`src/rtl/image_frame_sequencer_pkg.sv`:
```
// ============================================================================
// Module  : img_seq_pkg
// Brief   : Frame sequencer state encoding and default image geometry.
// Rev     : 1.0
// ============================================================================
`default_nettype none

package img_seq_pkg;

  typedef enum logic [2:0] {
    S_IDLE  = 3'd0,
    S_VSYNC = 3'd1,
    S_HSYNC = 3'd2,
    S_DATA  = 3'd3,
    S_DONE  = 3'd4
  } seq_state_t;

  localparam int IMG_WIDTH          = 768;
  localparam int IMG_HEIGHT         = 512;
  localparam int IMG_START_UP_DELAY = 100;
  localparam int IMG_HSYNC_DELAY    = 160;

endpackage

`default_nettype wire

```
`src/rtl/image_frame_sequencer_if.sv`:
```
// ============================================================================
// Module  : image_frame_sequencer_if
// Brief   : Control, pixel-pair handshake and sync signals of the sequencer.
// Rev     : 1.0
// ============================================================================
`default_nettype none

interface image_frame_sequencer_if #(
  parameter int ADDR_W = 19
);
  logic              start;
  logic              abort;
  logic              out_ready;
  logic              out_valid;
  logic [ADDR_W-1:0] rd_addr;
  logic [9:0]        row;
  logic [10:0]       col;
  logic              VSYNC;
  logic              HSYNC;
  logic              busy;
  logic              ctrl_done;

  modport master (
    input  start, abort, out_ready,
    output out_valid, rd_addr, row, col, VSYNC, HSYNC, busy, ctrl_done
  );

  modport slave (
    output start, abort, out_ready,
    input  out_valid, rd_addr, row, col, VSYNC, HSYNC, busy, ctrl_done
  );
endinterface

`default_nettype wire

```
`src/rtl/image_frame_sequencer_sync_delay_counter.sv`:
```
// ============================================================================
// Module  : sync_delay_counter
// Brief   : 16-bit clear-on-load delay counter; hit marks the last cycle.
// Rev     : 1.0
// ============================================================================
`default_nettype none

module sync_delay_counter (
  input  wire logic        clk,
  input  wire logic        rst,
  input  wire logic        clear,
  input  wire logic        enable,
  input  wire logic [15:0] length,
  output logic             hit
);
  logic [15:0] r_count;

  always_ff @(posedge clk) begin
    if (rst || clear) begin
      r_count <= 16'd0;
    end else if (enable) begin
      r_count <= r_count + 16'd1;
    end
  end

  // Independent of enable so the FSM's next-state logic has no loop through it
  assign hit = (r_count == (length - 16'd1));
endmodule

`default_nettype wire

```
`src/rtl/image_frame_sequencer.sv`:
```
// ============================================================================
// Module  : image_frame_sequencer
// Brief   : Frame controller: VSYNC start-up, per-line gaps, pair addressing.
//           Macro BOTTOM_UP_SCAN_EN selects bottom-row-first memory addressing.
// Rev     : 1.0
// ============================================================================
`default_nettype none

module image_frame_sequencer
  import img_seq_pkg::*;
#(
  parameter int WIDTH          = IMG_WIDTH,
  parameter int HEIGHT         = IMG_HEIGHT,
  parameter int START_UP_DELAY = IMG_START_UP_DELAY,
  parameter int HSYNC_DELAY    = IMG_HSYNC_DELAY,
  parameter int ADDR_W         = 19
) (
  input  wire logic                 HCLK,
  input  wire logic                 HRESET,
  image_frame_sequencer_if.master   bus
);
  localparam logic [15:0] c_su_len  = 16'(START_UP_DELAY);
  localparam logic [15:0] c_hs_len  = 16'(HSYNC_DELAY);
  localparam logic [10:0] c_col_end = 11'(WIDTH - 2);
  localparam logic [9:0]  c_row_end = 10'(HEIGHT - 1);

  seq_state_t        r_state, w_state_n;
  logic [9:0]        r_row, w_row_n;
  logic [10:0]       r_col, w_col_n;
  logic [ADDR_W-1:0] r_addr, w_addr_n;
  logic              w_cnt_clear, w_cnt_en, w_hit;
  logic [15:0]       w_len;

  function automatic logic [ADDR_W-1:0] pair_addr(input logic [9:0] r, input logic [10:0] c);
`ifdef BOTTOM_UP_SCAN_EN
    pair_addr = (ADDR_W'(HEIGHT - 1) - ADDR_W'(r)) * ADDR_W'(WIDTH) + ADDR_W'(c);
`else
    pair_addr = ADDR_W'(r) * ADDR_W'(WIDTH) + ADDR_W'(c);
`endif
  endfunction

  assign w_len = (r_state == S_VSYNC) ? c_su_len : c_hs_len;

  sync_delay_counter u_delay (
    .clk    (HCLK),
    .rst    (HRESET),
    .clear  (w_cnt_clear),
    .enable (w_cnt_en),
    .length (w_len),
    .hit    (w_hit)
  );

  always_ff @(posedge HCLK) begin
    if (HRESET) begin
      r_state <= S_IDLE;
      r_row   <= 10'd0;
      r_col   <= 11'd0;
      r_addr  <= '0;
    end else begin
      r_state <= w_state_n;
      r_row   <= w_row_n;
      r_col   <= w_col_n;
      r_addr  <= w_addr_n;
    end
  end

  always_comb begin
    w_state_n   = r_state;
    w_row_n     = r_row;
    w_col_n     = r_col;
    w_cnt_clear = 1'b1;
    w_cnt_en    = 1'b0;
    case (r_state)
      S_IDLE: begin
        if (bus.start) w_state_n = S_VSYNC;
      end
      S_VSYNC, S_HSYNC: begin
        w_cnt_clear = w_hit;
        w_cnt_en    = 1'b1;
        if (w_hit) w_state_n = (r_state == S_VSYNC) ? S_HSYNC : S_DATA;
      end
      S_DATA: begin
        if (bus.out_ready) begin
          if (r_col == c_col_end) begin
            w_col_n = 11'd0;
            // Last pair of the frame clears row now so DONE never shows HEIGHT
            if (r_row == c_row_end) begin
              w_row_n   = 10'd0;
              w_state_n = S_DONE;
            end else begin
              w_row_n   = r_row + 10'd1;
              w_state_n = S_HSYNC;
            end
          end else begin
            w_col_n = r_col + 11'd2;
          end
        end
      end
      S_DONE: begin
        w_row_n   = 10'd0;
        w_col_n   = 11'd0;
        w_state_n = S_IDLE;
      end
      default: w_state_n = S_IDLE;
    endcase

    if (bus.abort && (r_state != S_IDLE)) begin
      w_state_n   = S_IDLE;
      w_row_n     = 10'd0;
      w_col_n     = 11'd0;
      w_cnt_clear = 1'b1;
      w_cnt_en    = 1'b0;
    end

    w_addr_n = (w_state_n == S_IDLE) ? '0 : pair_addr(w_row_n, w_col_n);
  end

  assign bus.out_valid = (r_state == S_DATA);
  assign bus.HSYNC     = (r_state == S_DATA);
  assign bus.VSYNC     = (r_state == S_VSYNC);
  assign bus.busy      = (r_state != S_IDLE);
  assign bus.ctrl_done = (r_state == S_DONE);
  assign bus.rd_addr   = r_addr;
  assign bus.row       = r_row;
  assign bus.col       = r_col;
endmodule

`default_nettype wire

```
`src/flat_wrapper.sv`:
```
// flat-port wrapper written by rule: the top's interface ports become plain ports
module image_frame_sequencer_flat import img_seq_pkg::*;
#(
  parameter int WIDTH          = IMG_WIDTH,
  parameter int HEIGHT         = IMG_HEIGHT,
  parameter int START_UP_DELAY = IMG_START_UP_DELAY,
  parameter int HSYNC_DELAY    = IMG_HSYNC_DELAY,
  parameter int ADDR_W         = 19
)
  (HCLK, HRESET, bus_start, bus_abort, bus_out_ready, bus_out_valid, bus_rd_addr, bus_row, bus_col, bus_VSYNC, bus_HSYNC, bus_busy, bus_ctrl_done);
  image_frame_sequencer_if #(.ADDR_W(ADDR_W)) bus_i ();
  input  wire logic HCLK;
  input  wire logic HRESET;
  input wire logic [$bits(bus_i.start)-1:0] bus_start;
  input wire logic [$bits(bus_i.abort)-1:0] bus_abort;
  input wire logic [$bits(bus_i.out_ready)-1:0] bus_out_ready;
  output wire logic [$bits(bus_i.out_valid)-1:0] bus_out_valid;
  output wire logic [$bits(bus_i.rd_addr)-1:0] bus_rd_addr;
  output wire logic [$bits(bus_i.row)-1:0] bus_row;
  output wire logic [$bits(bus_i.col)-1:0] bus_col;
  output wire logic [$bits(bus_i.VSYNC)-1:0] bus_VSYNC;
  output wire logic [$bits(bus_i.HSYNC)-1:0] bus_HSYNC;
  output wire logic [$bits(bus_i.busy)-1:0] bus_busy;
  output wire logic [$bits(bus_i.ctrl_done)-1:0] bus_ctrl_done;
  assign bus_i.start = bus_start;
  assign bus_i.abort = bus_abort;
  assign bus_i.out_ready = bus_out_ready;
  assign bus_out_valid = bus_i.out_valid;
  assign bus_rd_addr = bus_i.rd_addr;
  assign bus_row = bus_i.row;
  assign bus_col = bus_i.col;
  assign bus_VSYNC = bus_i.VSYNC;
  assign bus_HSYNC = bus_i.HSYNC;
  assign bus_busy = bus_i.busy;
  assign bus_ctrl_done = bus_i.ctrl_done;
  image_frame_sequencer #(.WIDTH(WIDTH), .HEIGHT(HEIGHT), .START_UP_DELAY(START_UP_DELAY), .HSYNC_DELAY(HSYNC_DELAY), .ADDR_W(ADDR_W)) u_core (.HCLK(HCLK), .HRESET(HRESET), .bus(bus_i));
endmodule
```
`config.mk`:
```
export PLATFORM = sky130hd
export DESIGN_NAME = image_frame_sequencer_flat
export DESIGN_NICKNAME = d
export VERILOG_FILES = /design/src/rtl/image_frame_sequencer_pkg.sv /design/src/rtl/image_frame_sequencer_if.sv /design/src/rtl/image_frame_sequencer_sync_delay_counter.sv /design/src/rtl/image_frame_sequencer.sv /design/src/flat_wrapper.sv
export SDC_FILE = /design/constraint.sdc
export NUM_CORES = 1
export LEC_CHECK = 0
export ABC_AREA = 1
export CAP_MARGIN = 20
export CELL_PAD_IN_SITES_DETAIL_PLACEMENT = 1
export CELL_PAD_IN_SITES_GLOBAL_PLACEMENT = 2
export CORE_ASPECT_RATIO = 0.9
export CORE_UTILIZATION = 36
export CTS_BUF_LIST = sky130_fd_sc_hd__clkbuf_2
export DETAILED_ROUTE_END_ITERATION = 10
export DONT_BUFFER_PORTS = 1
export PLACE_DENSITY = 0.84
export SYNTH_ARGS = -nofsm -noshare
export SYNTH_HDL_FRONTEND = slang
export SYNTH_SLANG_ARGS = --single-unit
```
`constraint.sdc`:
```
create_clock -name HCLK -period 5 [get_ports HCLK]
set_input_delay 1 -clock HCLK [delete_from_list [all_inputs] [get_ports HCLK]]
set_output_delay 1 -clock HCLK [all_outputs]
set_load 0.005 [all_outputs]
```
==> flow_summary.json <==
{
  "syn_avg_cell_area_um2": 6.744,
  "post_cts_buffers": 0,
  "synth.area.top_cells": "dfxtp_1 32%, nand2_1 12%, inv_1 8.6%",
  "die_h_um": 97.77,
  "syn_area_um2": 3669,
  "synth.distinct_cells": 39,
  "grt_pass1_vias": 3594,
  "fin_crit_ns": 4.198,
  "crit_slowest_cell": "dfxtp_1",
  "io_buffers": 0,
  "worst_path_largest_cell_delay_ns": 0.47,
  "antenna_found_initial": 0,
  "fin_util_pct": 39.69,
  "post-route-period-util_pct": 83.96,
  "clk_pin_slew_ns": 0.18,
  "cts_resized": 0,
  "ys_ff_latch": 59,
  "critPathMaxFanout": 15,
  "gp_congestion": 0.8028,
  "grt_max_degree": 21,
  "multi_input_area_um2": 2096,
  "finalHoldViolCount": 0,
  "core_area_um2": 9784,
  "p_per_area_nw_per_um2": 209.2,
  "yosys.area.top_type": "dfxtp_1",
  "crit_type": "flop to flop",
  "skew_ns": 0.01895,
  "clock_sinks": 59,
  "synth_cells": 544,
  "dieArea_um2": 10600,
  "cp.required_ns": 5.45,
  "drt_iter0_drc": 118,
  "cts-buffers-inserted": 9,
  "crit_top_cell": "inv_1",
  "ir_worst_vdd_uv": 147.6,
  "rsz0062_at_grt": "false",
  "fmax_ghz": 0.2382,
  "crit_buf_inv": 6,
  "worst_slack_ns": 0.8022,
  "clock_latency_ns": 0.54,
  "drcViolationCount": 0,
  "arrival_ns": 4.65,
  "grt_overflow": 0,
  "synthArstFlopShare_pct": 0,
  "yosysWarnings": 0,
  "wl_per_cell_um": 15.12,
  "grt_first_pass_wirelength_mm": 17.68,
  "dr.pass1.iters": 4,
  "n_fill_cell": 1302,
  "status": "finished clean",
  "cts.htree.levels": 3,
  "cts-root-buf": "clkbuf_2",
  "path_cells": "nand2_1 -> nor2_2 -> buf_4 -> inv_2 -> nand2_4 -> nand2_4 -> nor3_1 -> or2_2 -> nand3_1 -> inv_1 -> ha_1 -> inv_1 -> fa_1 -> inv_1 -> ha_1 -> nand3_1 -> nand2_1 -> inv_1 -> or2_2 -> nor2_1 -> nand3_1 -> nor2_1 -> xor2_1 -> nor2_2",
  "viasPerCell": 4.993,
  "finalSetupTns_ns": 0,
  "critPathLaunchType": "flop",
  "ant_nets": 0,
  "setup_viol": 0,
  "synth_ff_type": "dfxtp_1",
  "place_ws_ns": 0.7298,
  "register_area_um2": 1181,
  "path_delay_family": "simple AND/OR/NAND/NOR gates",
  "maxCapViolations": 0,
  "grt_use_total_pct": 21.56,
  "worstSetupEndpointType": "flop",
  "num_antenna_cells": 0,
  "seq_area_frac_synth_pct": 32.20,
  "dp_hpwl_mm": 8.057,
  "io_pins": 50,
  "syn_to_final_growth_pct": 5.866,
  "cts_tree": "done",
  "p_leak_nw": 1.736,
  "fp-row-count": 34,
  "final_max_slew_viol_count": 0,
  "yosys.area.top_type_share_pct": 32.20,
  "synth_edf_count": 0,
  "die_x_um": 108.4,
  "start_util_pct": 37.49,
  "ctsHoldBuffers": 0,
  "worstMarginPinSlew_ns": 0.6628,
  "slew_headroom_pct": 55.69,
  "worstHoldPathType": "flop to flop",
  "clk_path_buf_depth": 2,
  "wl_mm": 10.23,
  "drive_gt1_share_pct": 11.07,
  "nets": 568,
  "syn_nets": 566,
  "vias": 3380
}
sequential cells by signal, summed over array words and instances (netlist names):
| register | count |
|---|---|
| u_core.bus.col | 11 |
| u_core.bus.rd_addr | 19 |
| u_core.bus.row | 10 |
| u_core.r_state | 3 |
| u_core.u_delay.r_count | 16 |
stage by stage:
stage / total power, W / instances / hold WS (ns) / area [um2]
2_1_floorplan: 0.0005089 / 544 / 0.4130 / 3669
3_3_place_gp: 0.0005114 / 661 / 0.4315 / 3777
3_5_place_dp: 0.0005120 / 661 / 0.4454 / 3777
4_1_cts: 0.0008286 / 677 / 0.4567 / 3884
5_1_grt: 0.0008473 / 677 / 0.4475 / 3884
6_report: 0.0008126 / 677 / 0.4658 / 3884
cell usage in the layout (no fill, tap or decap), types with 3 or more instances in the layout:
master | netlist | routed
nand4_1 | 9 | 9
nand2_1 | 118 | 118
inv_2 | 4 | 4
or2_2 | 6 | 6
clkbuf_2 | 0 | 10
a21oi_1 | 18 | 18
nor3_1 | 12 | 12
o21bai_1 | 3 | 3
inv_1 | 84 | 84
nor2_1 | 66 | 66
o211ai_1 | 7 | 7
nand2_2 | 6 | 6
nor4_1 | 5 | 5
dfxtp_1 | 59 | 59
ha_1 | 15 | 15
nand3_1 | 48 | 48
o21ai_0 | 14 | 14
xor2_1 | 14 | 14
clkinv_2 | 1 | 3
nor2_2 | 16 | 16
nand2_4 | 3 | 3
nor2_4 | 5 | 5
where the power goes:
part	switching, W	internal (W)
sequential	0.00000116	0.000472
clock	0.000198	0.000113
combinational	0.0000218	0.00000658
total	0.000221	0.000592
worst paths after layout:
check / start / end / slack (ns) / cells after the start
max: u_core.r_state[1] / u_core.bus.rd_addr[15] / 0.80 / 24
min: u_core.u_delay.r_count[0] / u_core.u_delay.r_count[0] / 0.47 / 1
max reg2reg: u_core.r_state[1] / u_core.bus.rd_addr[15] / 0.80 / 24
min reg2reg: u_core.u_delay.r_count[0] / u_core.u_delay.r_count[0] / 0.47 / 1
cell type report:
cell class | instances | share of cell area, %
Timing Repair Buffer | 1 | 0.1933
Clock inverter | 6 | 1.450
Sequential cell | 59 | 30.41
Tap cell | 126 | 4.059
Inverter | 89 | 8.634
Clock buffer | 10 | 1.289
Multi-Input combinational cell | 386 | 53.96
cell usage after synthesis (4+ instances only):
cell type / n
ha_1: 15
o211ai_1: 7
o21ai_0: 14
nor2_2: 16
nor3_1: 12
nand2_2: 6
nor2_4: 5
nor4_1: 5
nand2_1: 118
nand3_1: 48
nand4_1: 9
inv_2: 4
a21oi_1: 18
nor2_1: 66
dfxtp_1: 59
inv_1: 84
or2_2: 6
xor2_1: 14
cell families after synthesis:
family | count (synthesis) | synth area share (%)
AO/OA/AOI/OAI | 47 | 7.367
XOR/XNOR | 16 | 3.820
adder cells (fa/ha/maj) | 17 | 6.207
buffers and inverters | 99 | 10.67
flip-flops | 59 | 32.20
AND/OR/NAND/NOR | 306 | 39.73
worst reg2reg max path, delay by kind of cell, from the launching register on:
kind,cells,cell delay (ns)
and+or+nand+nor,14,1.83
adders and majority gates,3,1.03
buffers and inverters,6,0.60
DFF,1,0.47
xor gates and xnor gates,1,0.20
per-layer routing:
layer / part of all wire [%] / vias up / routed length [um] / track usage, %
met1: 49 / 1587 / 4983 / 27.75
li1: - / 1731 / - / -
met2: 45 / 46 / 4592 / 34.27
met3: 4.9 / 16 / 499 / 6.208
met4: 1.5 / 0 / 158 / 7.484
met5: 0 / - / 0 / 0
Power figures use the tool's default switching activity.
